## src/rtl/vga_timing_gen_pkg.sv

```systemverilog
// Shared definitions for the VGA timing generator.
//  - Frame geometry defaults (640x480 @ 25 MHz, 800x525 raster).
//  - Counter / coordinate types and the {hs, vs, active} bundle carried
//    through the alignment delay line.
package vga_timing_gen_pkg;

  localparam int FRAME_WIDTH  = 640;
  localparam int FRAME_HEIGHT = 480;

  localparam int H_ACTIVE_DEF = FRAME_WIDTH;
  localparam int H_FP_DEF     = 16;
  localparam int H_SYNC_DEF   = 96;
  localparam int H_BP_DEF     = 48;
  localparam int V_ACTIVE_DEF = FRAME_HEIGHT;
  localparam int V_FP_DEF     = 10;
  localparam int V_SYNC_DEF   = 2;
  localparam int V_BP_DEF     = 33;

  localparam int CNT_W = 10;
  localparam int XY_W  = 12;

  typedef logic [CNT_W-1:0] cnt_t;
  typedef logic [XY_W-1:0]  xy_t;

  // hs/vs are carried at pin level (polarity already applied).
  typedef struct packed {
    logic hs;
    logic vs;
    logic active;
  } sync_bundle_t;

  // Inclusive-low / exclusive-high window test on a raster counter.
  function automatic logic in_window(input cnt_t v, input int lo, input int hi);
    return (int'(v) >= lo) && (int'(v) < hi);
  endfunction

endpackage

```

## src/rtl/vga_timing_gen_sync_delay_line.sv

```systemverilog
// sync_delay_line: fixed-depth delay line with asynchronous active-high reset.
//  clk   in   clock
//  rst   in   async active-high reset; every stage loads RST_VAL
//  din   in   WIDTH-bit input
//  dout  out  din delayed by DEPTH cycles (DEPTH == 0 is a plain wire)
module sync_delay_line #(
  parameter int               WIDTH   = 3,
  parameter int               DEPTH   = 0,
  parameter logic [WIDTH-1:0] RST_VAL = '0
) (
  input  logic             clk,
  input  logic             rst,
  input  logic [WIDTH-1:0] din,
  output logic [WIDTH-1:0] dout
);

  if (DEPTH == 0) begin : g_wire
    logic unused_clk_rst;
    assign unused_clk_rst = clk ^ rst;
    assign dout = din;
  end else begin : g_pipe
    logic [DEPTH-1:0][WIDTH-1:0] pipe_q, pipe_d;

    always_comb begin
      pipe_d    = pipe_q;
      pipe_d[0] = din;
      for (int i = 1; i < DEPTH; i++) pipe_d[i] = pipe_q[i-1];
    end

    always_ff @(posedge clk or posedge rst) begin
      if (rst) pipe_q <= {DEPTH{RST_VAL}};
      else     pipe_q <= pipe_d;
    end

    assign dout = pipe_q[DEPTH-1];
  end

endmodule

```

## src/rtl/vga_timing_gen.sv

```systemverilog
// vga_timing_gen: free-running VGA raster generator.
//  CLOCK_25     in   pixel clock
//  reset        in   async active-high reset
//  color_in     in   [2]=R [1]=G [0]=B from the image generator
//  x, y         out  1-based active coordinates, 0 outside the active area
//  frame_start  out  high while the raster sits at (0,0), no delay
//  vga_hs/vs    out  syncs delayed to line up with the RGB pins
//  vga_blank_n  out  1 while RGB carries an active pixel
//  vga_r/g/b    out  color bits replicated to COLOR_BITS, 0 when blanked
// Pins show the pixel whose x/y were presented PIPE_DELAY+1 cycles earlier.
module vga_timing_gen
  import vga_timing_gen_pkg::*;
#(
  parameter int   H_ACTIVE   = H_ACTIVE_DEF,
  parameter int   H_FP       = H_FP_DEF,
  parameter int   H_SYNC     = H_SYNC_DEF,
  parameter int   H_BP       = H_BP_DEF,
  parameter int   V_ACTIVE   = V_ACTIVE_DEF,
  parameter int   V_FP       = V_FP_DEF,
  parameter int   V_SYNC     = V_SYNC_DEF,
  parameter int   V_BP       = V_BP_DEF,
  parameter logic SYNC_POL   = 1'b0,
  parameter int   PIPE_DELAY = 0,
  parameter int   COLOR_BITS = 4
) (
  input  logic                  CLOCK_25,
  input  logic                  reset,
  input  logic [2:0]            color_in,
  output logic [XY_W-1:0]       x,
  output logic [XY_W-1:0]       y,
  output logic                  frame_start,
  output logic                  vga_hs,
  output logic                  vga_vs,
  output logic                  vga_blank_n,
  output logic [COLOR_BITS-1:0] vga_r,
  output logic [COLOR_BITS-1:0] vga_g,
  output logic [COLOR_BITS-1:0] vga_b
);

  localparam int H_TOTAL = H_ACTIVE + H_FP + H_SYNC + H_BP;
  localparam int V_TOTAL = V_ACTIVE + V_FP + V_SYNC + V_BP;

  localparam sync_bundle_t BUNDLE_IDLE = '{hs: ~SYNC_POL, vs: ~SYNC_POL, active: 1'b0};

  // Raster counters
  cnt_t h_cnt_q, h_cnt_d;
  cnt_t v_cnt_q, v_cnt_d;

  always_comb begin
    h_cnt_d = h_cnt_q + cnt_t'(1);
    v_cnt_d = v_cnt_q;
    if (h_cnt_q == cnt_t'(H_TOTAL - 1)) begin
      h_cnt_d = '0;
      v_cnt_d = (v_cnt_q == cnt_t'(V_TOTAL - 1)) ? '0 : v_cnt_q + cnt_t'(1);
    end
  end

  always_ff @(posedge CLOCK_25 or posedge reset) begin
    if (reset) begin
      h_cnt_q <= '0;
      v_cnt_q <= '0;
    end else begin
      h_cnt_q <= h_cnt_d;
      v_cnt_q <= v_cnt_d;
    end
  end

  // Zero-latency raster decode
  logic active, hs_raw, vs_raw;

  assign active = in_window(h_cnt_q, 0, H_ACTIVE) && in_window(v_cnt_q, 0, V_ACTIVE);
  assign hs_raw = in_window(h_cnt_q, H_ACTIVE + H_FP, H_ACTIVE + H_FP + H_SYNC);
  assign vs_raw = in_window(v_cnt_q, V_ACTIVE + V_FP, V_ACTIVE + V_FP + V_SYNC);

  assign x           = active ? xy_t'(h_cnt_q) + xy_t'(1) : '0;
  assign y           = active ? xy_t'(v_cnt_q) + xy_t'(1) : '0;
  assign frame_start = (h_cnt_q == '0) && (v_cnt_q == '0);

  // Align sync/active with the image generator's pipeline
  sync_bundle_t raw_b, dly_b;

  assign raw_b.hs     = hs_raw ? SYNC_POL : ~SYNC_POL;
  assign raw_b.vs     = vs_raw ? SYNC_POL : ~SYNC_POL;
  assign raw_b.active = active;

  sync_delay_line #(
    .WIDTH  ($bits(sync_bundle_t)),
    .DEPTH  (PIPE_DELAY),
    .RST_VAL(BUNDLE_IDLE)
  ) u_sync_dly (
    .clk (CLOCK_25),
    .rst (reset),
    .din (raw_b),
    .dout(dly_b)
  );

  // Output register: delayed syncs plus color_in, blanked together
  logic                  hs_q, hs_d;
  logic                  vs_q, vs_d;
  logic                  blank_n_q, blank_n_d;
  logic [COLOR_BITS-1:0] r_q, r_d, g_q, g_d, b_q, b_d;

  always_comb begin
    hs_d      = dly_b.hs;
    vs_d      = dly_b.vs;
    blank_n_d = dly_b.active;
    r_d       = '0;
    g_d       = '0;
    b_d       = '0;
    // color_in is don't-care outside the active area, so gate it here
    if (dly_b.active) begin
      r_d = {COLOR_BITS{color_in[2]}};
      g_d = {COLOR_BITS{color_in[1]}};
      b_d = {COLOR_BITS{color_in[0]}};
    end
  end

  always_ff @(posedge CLOCK_25 or posedge reset) begin
    if (reset) begin
      hs_q      <= ~SYNC_POL;
      vs_q      <= ~SYNC_POL;
      blank_n_q <= 1'b0;
      r_q       <= '0;
      g_q       <= '0;
      b_q       <= '0;
    end else begin
      hs_q      <= hs_d;
      vs_q      <= vs_d;
      blank_n_q <= blank_n_d;
      r_q       <= r_d;
      g_q       <= g_d;
      b_q       <= b_d;
    end
  end

  assign vga_hs      = hs_q;
  assign vga_vs      = vs_q;
  assign vga_blank_n = blank_n_q;
  assign vga_r       = r_q;
  assign vga_g       = g_q;
  assign vga_b       = b_q;

endmodule

```

## config.mk

```make
export PLATFORM = sky130hd
export DESIGN_NAME = vga_timing_gen
export DESIGN_NICKNAME = d
export VERILOG_FILES = /design/src/rtl/vga_timing_gen_pkg.sv /design/src/rtl/vga_timing_gen_sync_delay_line.sv /design/src/rtl/vga_timing_gen.sv
export SDC_FILE = /design/constraint.sdc
export NUM_CORES = 1
export LEC_CHECK = 0
export BUFFER_PORTS_ARGS = -buffer_cell sky130_fd_sc_hd__buf_4
export CORE_UTILIZATION = 40
export CTS_BUF_LIST = sky130_fd_sc_hd__clkbuf_8
export DETAILED_ROUTE_END_ITERATION = 8
export PLACE_DENSITY_LB_ADDON = 0.15
export SLEW_MARGIN = 30
export SYNTH_ARGS = -nofsm -noshare
export SYNTH_HDL_FRONTEND = slang
export SYNTH_SLANG_ARGS = --single-unit
```

## constraint.sdc

```tcl
create_clock -name CLOCK_25 -period 2.4 [get_ports CLOCK_25]
set_input_delay 0.24 -clock CLOCK_25 [delete_from_list [all_inputs] [get_ports CLOCK_25]]
set_output_delay 0.24 -clock CLOCK_25 [all_outputs]
set_load 0.05 [all_outputs]
```

# --- Word level (Yosys, flattened, before mapping) ---
# Cells that the tools add are included.
classes:
  muxes: 9
  addsub: 4
  n_reduce_logical: 6
  n_eq_ne: 2
  order_cmp: 6
op_table:
  columns: ["op", "n"]
  rows:
  - ["adder 10 x 1 -> 11 bit (second input constant)", 2]
  - ["two-way mux 11 bit", 2]
  - ["adder 10 x 1 -> 10 bit (second input constant)", 2]
  - ["equality test 10 bit (second input constant)", 2]
  - ["zero test 10 bit", 2]
  - ["less-than comparator 10 bit (second input constant)", 2]
  - ["less-than comparator 10 x 9 -> 1 bit (second input constant)", 2]
  - ["two-way mux 10 bit", 2]
  - ["two-way mux 4 bit", 3]
  - ["greater-or-equal comparator 10 bit (second input constant)", 1]
  - ["greater-or-equal comparator 10 x 9 -> 1 bit (second input constant)", 1]
  - ["logical AND 1 bit", 4]
  - ["two-way mux 1 bit", 2]
totals:
  register_bits: 35
  wordCells: 35
  inputBits: 5
  output_inout_bits: 40

# --- Depth between registers and ports, before layout ---
depth:
  depth_word: 3
  ltp_mapped: 6

# --- Cells and area by module ---
# A second synthesis with hierarchy kept.
hier_totals:
  hier_cells: 181
  area_unflattened_um2: 1605.3
by_module_without_submodules:
  columns: ["mod", "area_per_inst_um2", "n_inst", "seq_area_each_um2", "cells_per_inst"]
  rows:
  - ["vga_timing_gen", 1582.8, 1, 653.1, 178]
  - ["sync_delay_line", 22.5, 1, 0.0, 3]

# --- Least setup slack after synthesis ---
# Ideal clock, no wire load.
synth_timing:
  path_kind: "register to output"
  startpoint: "register v_cnt_q[0]"
  endpoint: "output port frame_start"
  path_stages_with_launch: 6
  path_buffers: 0
  setup_slack_ns: -0.468
  required_time_ns: 2.160
  arrival_time_ns: 2.628
  cell_sequence: "dfrtp_1 -> inv_1 -> ha_1 -> nor4b_1 -> nand4_1 -> nor4_1"
synth_via:
  elab_chain_cells: 2
synth_rtl:
  columns: ["item", "line_no", "rtl"]
  rows:
  - ["start: declaration", "vga_timing_gen.sv:47", "cnt_t v_cnt_q, v_cnt_d;"]
  - ["start signal: assignment", "vga_timing_gen.sv:64", "v_cnt_q <= v_cnt_d;"]
  - ["zero test 10 bit", "vga_timing_gen.sv:77", "assign frame_start = (h_cnt_q == '0) && (v_cnt_q == '0);"]
  - ["logical AND 1 bit", "vga_timing_gen.sv:77", null]
  - ["end: declaration", "vga_timing_gen.sv:31", "output logic frame_start,"]
# No other way between the ends.

# --- Worst setup path in the final report ---
layout_timing:
  startpoint: "register v_cnt_q[0]"
  endpoint: "output port y[8]"
layout_via:
  elab_chain_cells: 3
layout_rtl:
  columns: ["item", "line_no", "rtl"]
  rows:
  - ["less-than comparator 10 x 9 -> 1 bit", "vga_timing_gen_pkg.sv:34", "return (int'(v) >= lo) && (int'(v) < hi);"]
  - ["logical AND 1 bit", "vga_timing_gen.sv:71", "assign active = in_window(h_cnt_q, 0, H_ACTIVE) && in_window(v_cnt_q, 0, V_ACTIVE);"]
  - ["two-way mux 11 bit (*)", "vga_timing_gen.sv:76", "assign y = active ? xy_t'(v_cnt_q) + xy_t'(1) : '0;"]
  - ["end: declaration", "vga_timing_gen.sv:30", "output logic [XY_W-1:0] y,"]
# Every way passes the cells marked *; elsewhere a longest branch is shown, timed or not.

==> impl_metrics.ini <==
[synthesis]
synth_top_cells_by_count = dfrtp_1 (24), nor2_1 (21), buf_4 (15)
synth.area.mux_share_pct = 0
yosysWarnings = 0
share_of_synthesized_flip_flops_with_an_asynchronous_set_or_reset_pct = 100.0
mappedNetlistArea_um2 = 1533
synthFlopType = dfrtp_1
postSynthAreaPerCell_um2 = 8.809
synth_top_family_by_area = simple AND/OR/NAND/NOR gates
synth_edf_count = 0
synth_area_leader_cell = dfrtp_1
synth-xor-area-share_pct = 8.000
synth.distinct_cells = 34
cells_after_synth = 174
synth_top_area_share_pct = 39.18
synth_seq_cells = 26
synth_sequential_area_ratio_pct = 42.61
synth_top_cells_by_area = dfrtp_1 (39%), buf_4 (7.3%), nor2_1 (5.1%), xor2_1 (5.1%), dfstp_2 (3.4%)
synth_simple_gate_area_share_pct = 24.00
synth_adder_area_share_pct = 3.265
synth_compound_gate_area_share_pct = 9.959
yosys.cell_count.top_type = dfrtp_1

[power_and_ir_drop]
p_per_area_nw_per_um2 = 481.2
ir_worst_vdd_v = 0.0002175
fin_total_pwr_uw = 895.8
power.leakage_nw = 0.8872

[setup_path]
critPathLaunchType = register
timing.critical_path.cells = ha_1 -> and3_1 -> nand3_1 -> xor2_1 -> nor2_1 -> buf_4
worst-endpoint-arrival_ps = 1920
worst-r2r-setup-slack_ps = 380
timing.rr.start = h_cnt_q[0]$_DFF_PP0_
slowest_stage = dfrtp_1
crit_required_ps = 2160
critical_setup_path_kind = reg -> out
crit-reg2reg-capture = v_cnt_q[9]$_DFFE_PP0P_
critPathMaxStageDelay_ps = 460
worst-r2r-cell-count = 5
timing.critical_path.to_type = primary output
cp_max_fo = 8

[detailed_routing]
routed_via_density = 5.141
antenna_violating_nets_remaining = 0
dr.pass1.iters = 4
detail_route.wirelength_mm = 3.163
drt_first_iter_violations = 47
post_drt_wl_per_cell_um = 12.70
drcViolationCount = 0
via_count = 1280

[sta]
fin_hold_ws_ps = 13.19
finalSetupViolations = 0
clock-skew-final_ps = 4.834
final-max-slew-violation-count = 0
hold_viol = 0
clock.fmax_mhz = 463.2
totalNegativeSetupSlack_ps = 0
rsz0062_at_grt = false
min_period_over_period_pct = 89.95
layout_min_cycle_time_ps = 2159

[clock_network]
numCtsBuffers = 3
root_buffer = clkbuf_8
clk_latency_ps = 270
clock_sink_count = 26
clockBufferDepth = 2
clk_transition_reported_paths_ps = 90
cts-htree-levels = 1
cts_tree = built
post_cts.repair.setup_buffers = 0

[cells_and_area]
area_delta_synth_final_pct = 21.47
design_area_um2 = 1862
final_cells = 249
fraction_of_final_layout_cells_with_drive_strength_greater_than_1_pct = 26.87
antenna-diode-count = 0
final_nets = 211

[global_route]
global_route.overflow_total = 0
global_route.usage.total_pct = 16.94
grt_pass1_vias = 1173
global_route_wire_length_before_repair_mm = 5.368
initial_antenna_violation_count = 0
pin_count_of_the_biggest_net_entering_global_routing = 27

[placed_design]
placed_area_um2 = 1784
place.detailed.hpwl_mm = 2.278
place.detailed.instances = 245
io_buffers = 39
weighted_congestion_reported_at_the_end_of_routability_driven_placement = 0.8100

[hold_path]
hold_class = in -> async

[die]
design.die.area_um2 = 4083
initial_utilization_pct = 41.87
die_height_um = 63.90
die-width_um = 63.90
core.rowCount = 22
design.portCount = 45
fp.coreArea_um2 = 3661

[run]
max_cap_violations = 0

[run_status]
status = complete, no violations
==> per-layer routing <==
layer | share of wire [%] | track usage, % | vias to the layer above | routed length (um)
li1 | - | - | 627 | -
met1 | 44 | 22.30 | 599 | 1384
met2 | 47 | 26.60 | 49 | 1490
met3 | 7.5 | 3.750 | 5 | 238
met4 | 1.5 | 7.386 | 0 | 49
met5 | 0 | 0 | - | 0
==> layout make-up <==
cell class	instances	area (um^2)
clock buffer	3	41.29
clock inverter	1	30.03
fill	355	1799
inverter	10	37.54
multi-input combinational	119	724.4
sequential	26	653.1
tap	48	60.06
timing repair buffer	42	315.3
==> stage by stage <==
step	utilization [%]	setup slack, ps
after floorplan	-	80.41
after global placement	48.74	435.2
after detailed placement	48.74	419.5
after CTS	50.68	125.3
after global routing	50.85	101.9
final	50.85	241.2
==> where the power goes <==
group	switching [mW]	internal, mW
Sequential	0.00259	0.440
Clock	0.142	0.223
Combinational	0.0678	0.0194
Total	0.213	0.683
==> how the worst max path moves through the flow <==
| stage | end | slack (ps) | from | cells after the start |
|---|---|---|---|---|
| after detailed placement | v_cnt_q[9]$_DFFE_PP0P_ | 420 | h_cnt_q[0]$_DFF_PP0_ | 5 |
| after floorplan | frame_start | 80 | v_cnt_q[0]$_DFFE_PP0P_ | 5 |
| after CTS | frame_start | 130 | v_cnt_q[0]$_DFFE_PP0P_ | 6 |
| final | y[8] | 240 | v_cnt_q[0]$_DFFE_PP0P_ | 6 |
| after global placement | frame_start | 440 | v_cnt_q[0]$_DFFE_PP0P_ | 6 |
| after global routing | frame_start | 100 | v_cnt_q[1]$_DFFE_PP0P_ | 6 |
==> flip-flops by register name, indices dropped and copies added, names as in the netlist <==
signal,count
h_cnt_q,10
vga_g,1
vga_blank_n,1
vga_vs,1
vga_b,1
vga_r,1
v_cnt_q,10
vga_hs,1
==> placed cells by master (no fill, tap or decap), types with 2 or more instances in the layout <==
cell       n
clkbuf_8   3
conb_1     5
nor3_1     3
xnor2_1    5
nand4_1    2
xor2_1     9
o21ai_0   10
nor2_1    21
and3_1     4
dfrtp_1   24
nand3_1    9
or4_1      2
ha_1       4
o31ai_1    5
nor4_1     4
inv_1     10
nand2_1   12
dfstp_2    2
and2_1     8
buf_4     42
a31oi_1    3
==> critical path: cells and delay by family (launching register included) <==
kind	cells	cell delay, ps
adders and majority gates	1	300
and+or+nand+nor	3	510
buffers and inverters	1	200
DFF	1	460
xor gates and xnor gates	1	170
==> kinds of logic after synthesis <==
family	after synthesis
other	1
XOR/XNOR	14
AND/OR/NAND/NOR	72
AO/OA/AOI/OAI	24
buffers and inverters	33
adder cells (fa/ha/maj)	4
flip-flops	26
==> repair_timing <==
item / in CTS / in global routing
gates resized for setup: 0 / 1
hold buffers: 0 / 0
endpoints found under the setup margin: 0 / 1
Power figures use the tool's default switching activity.
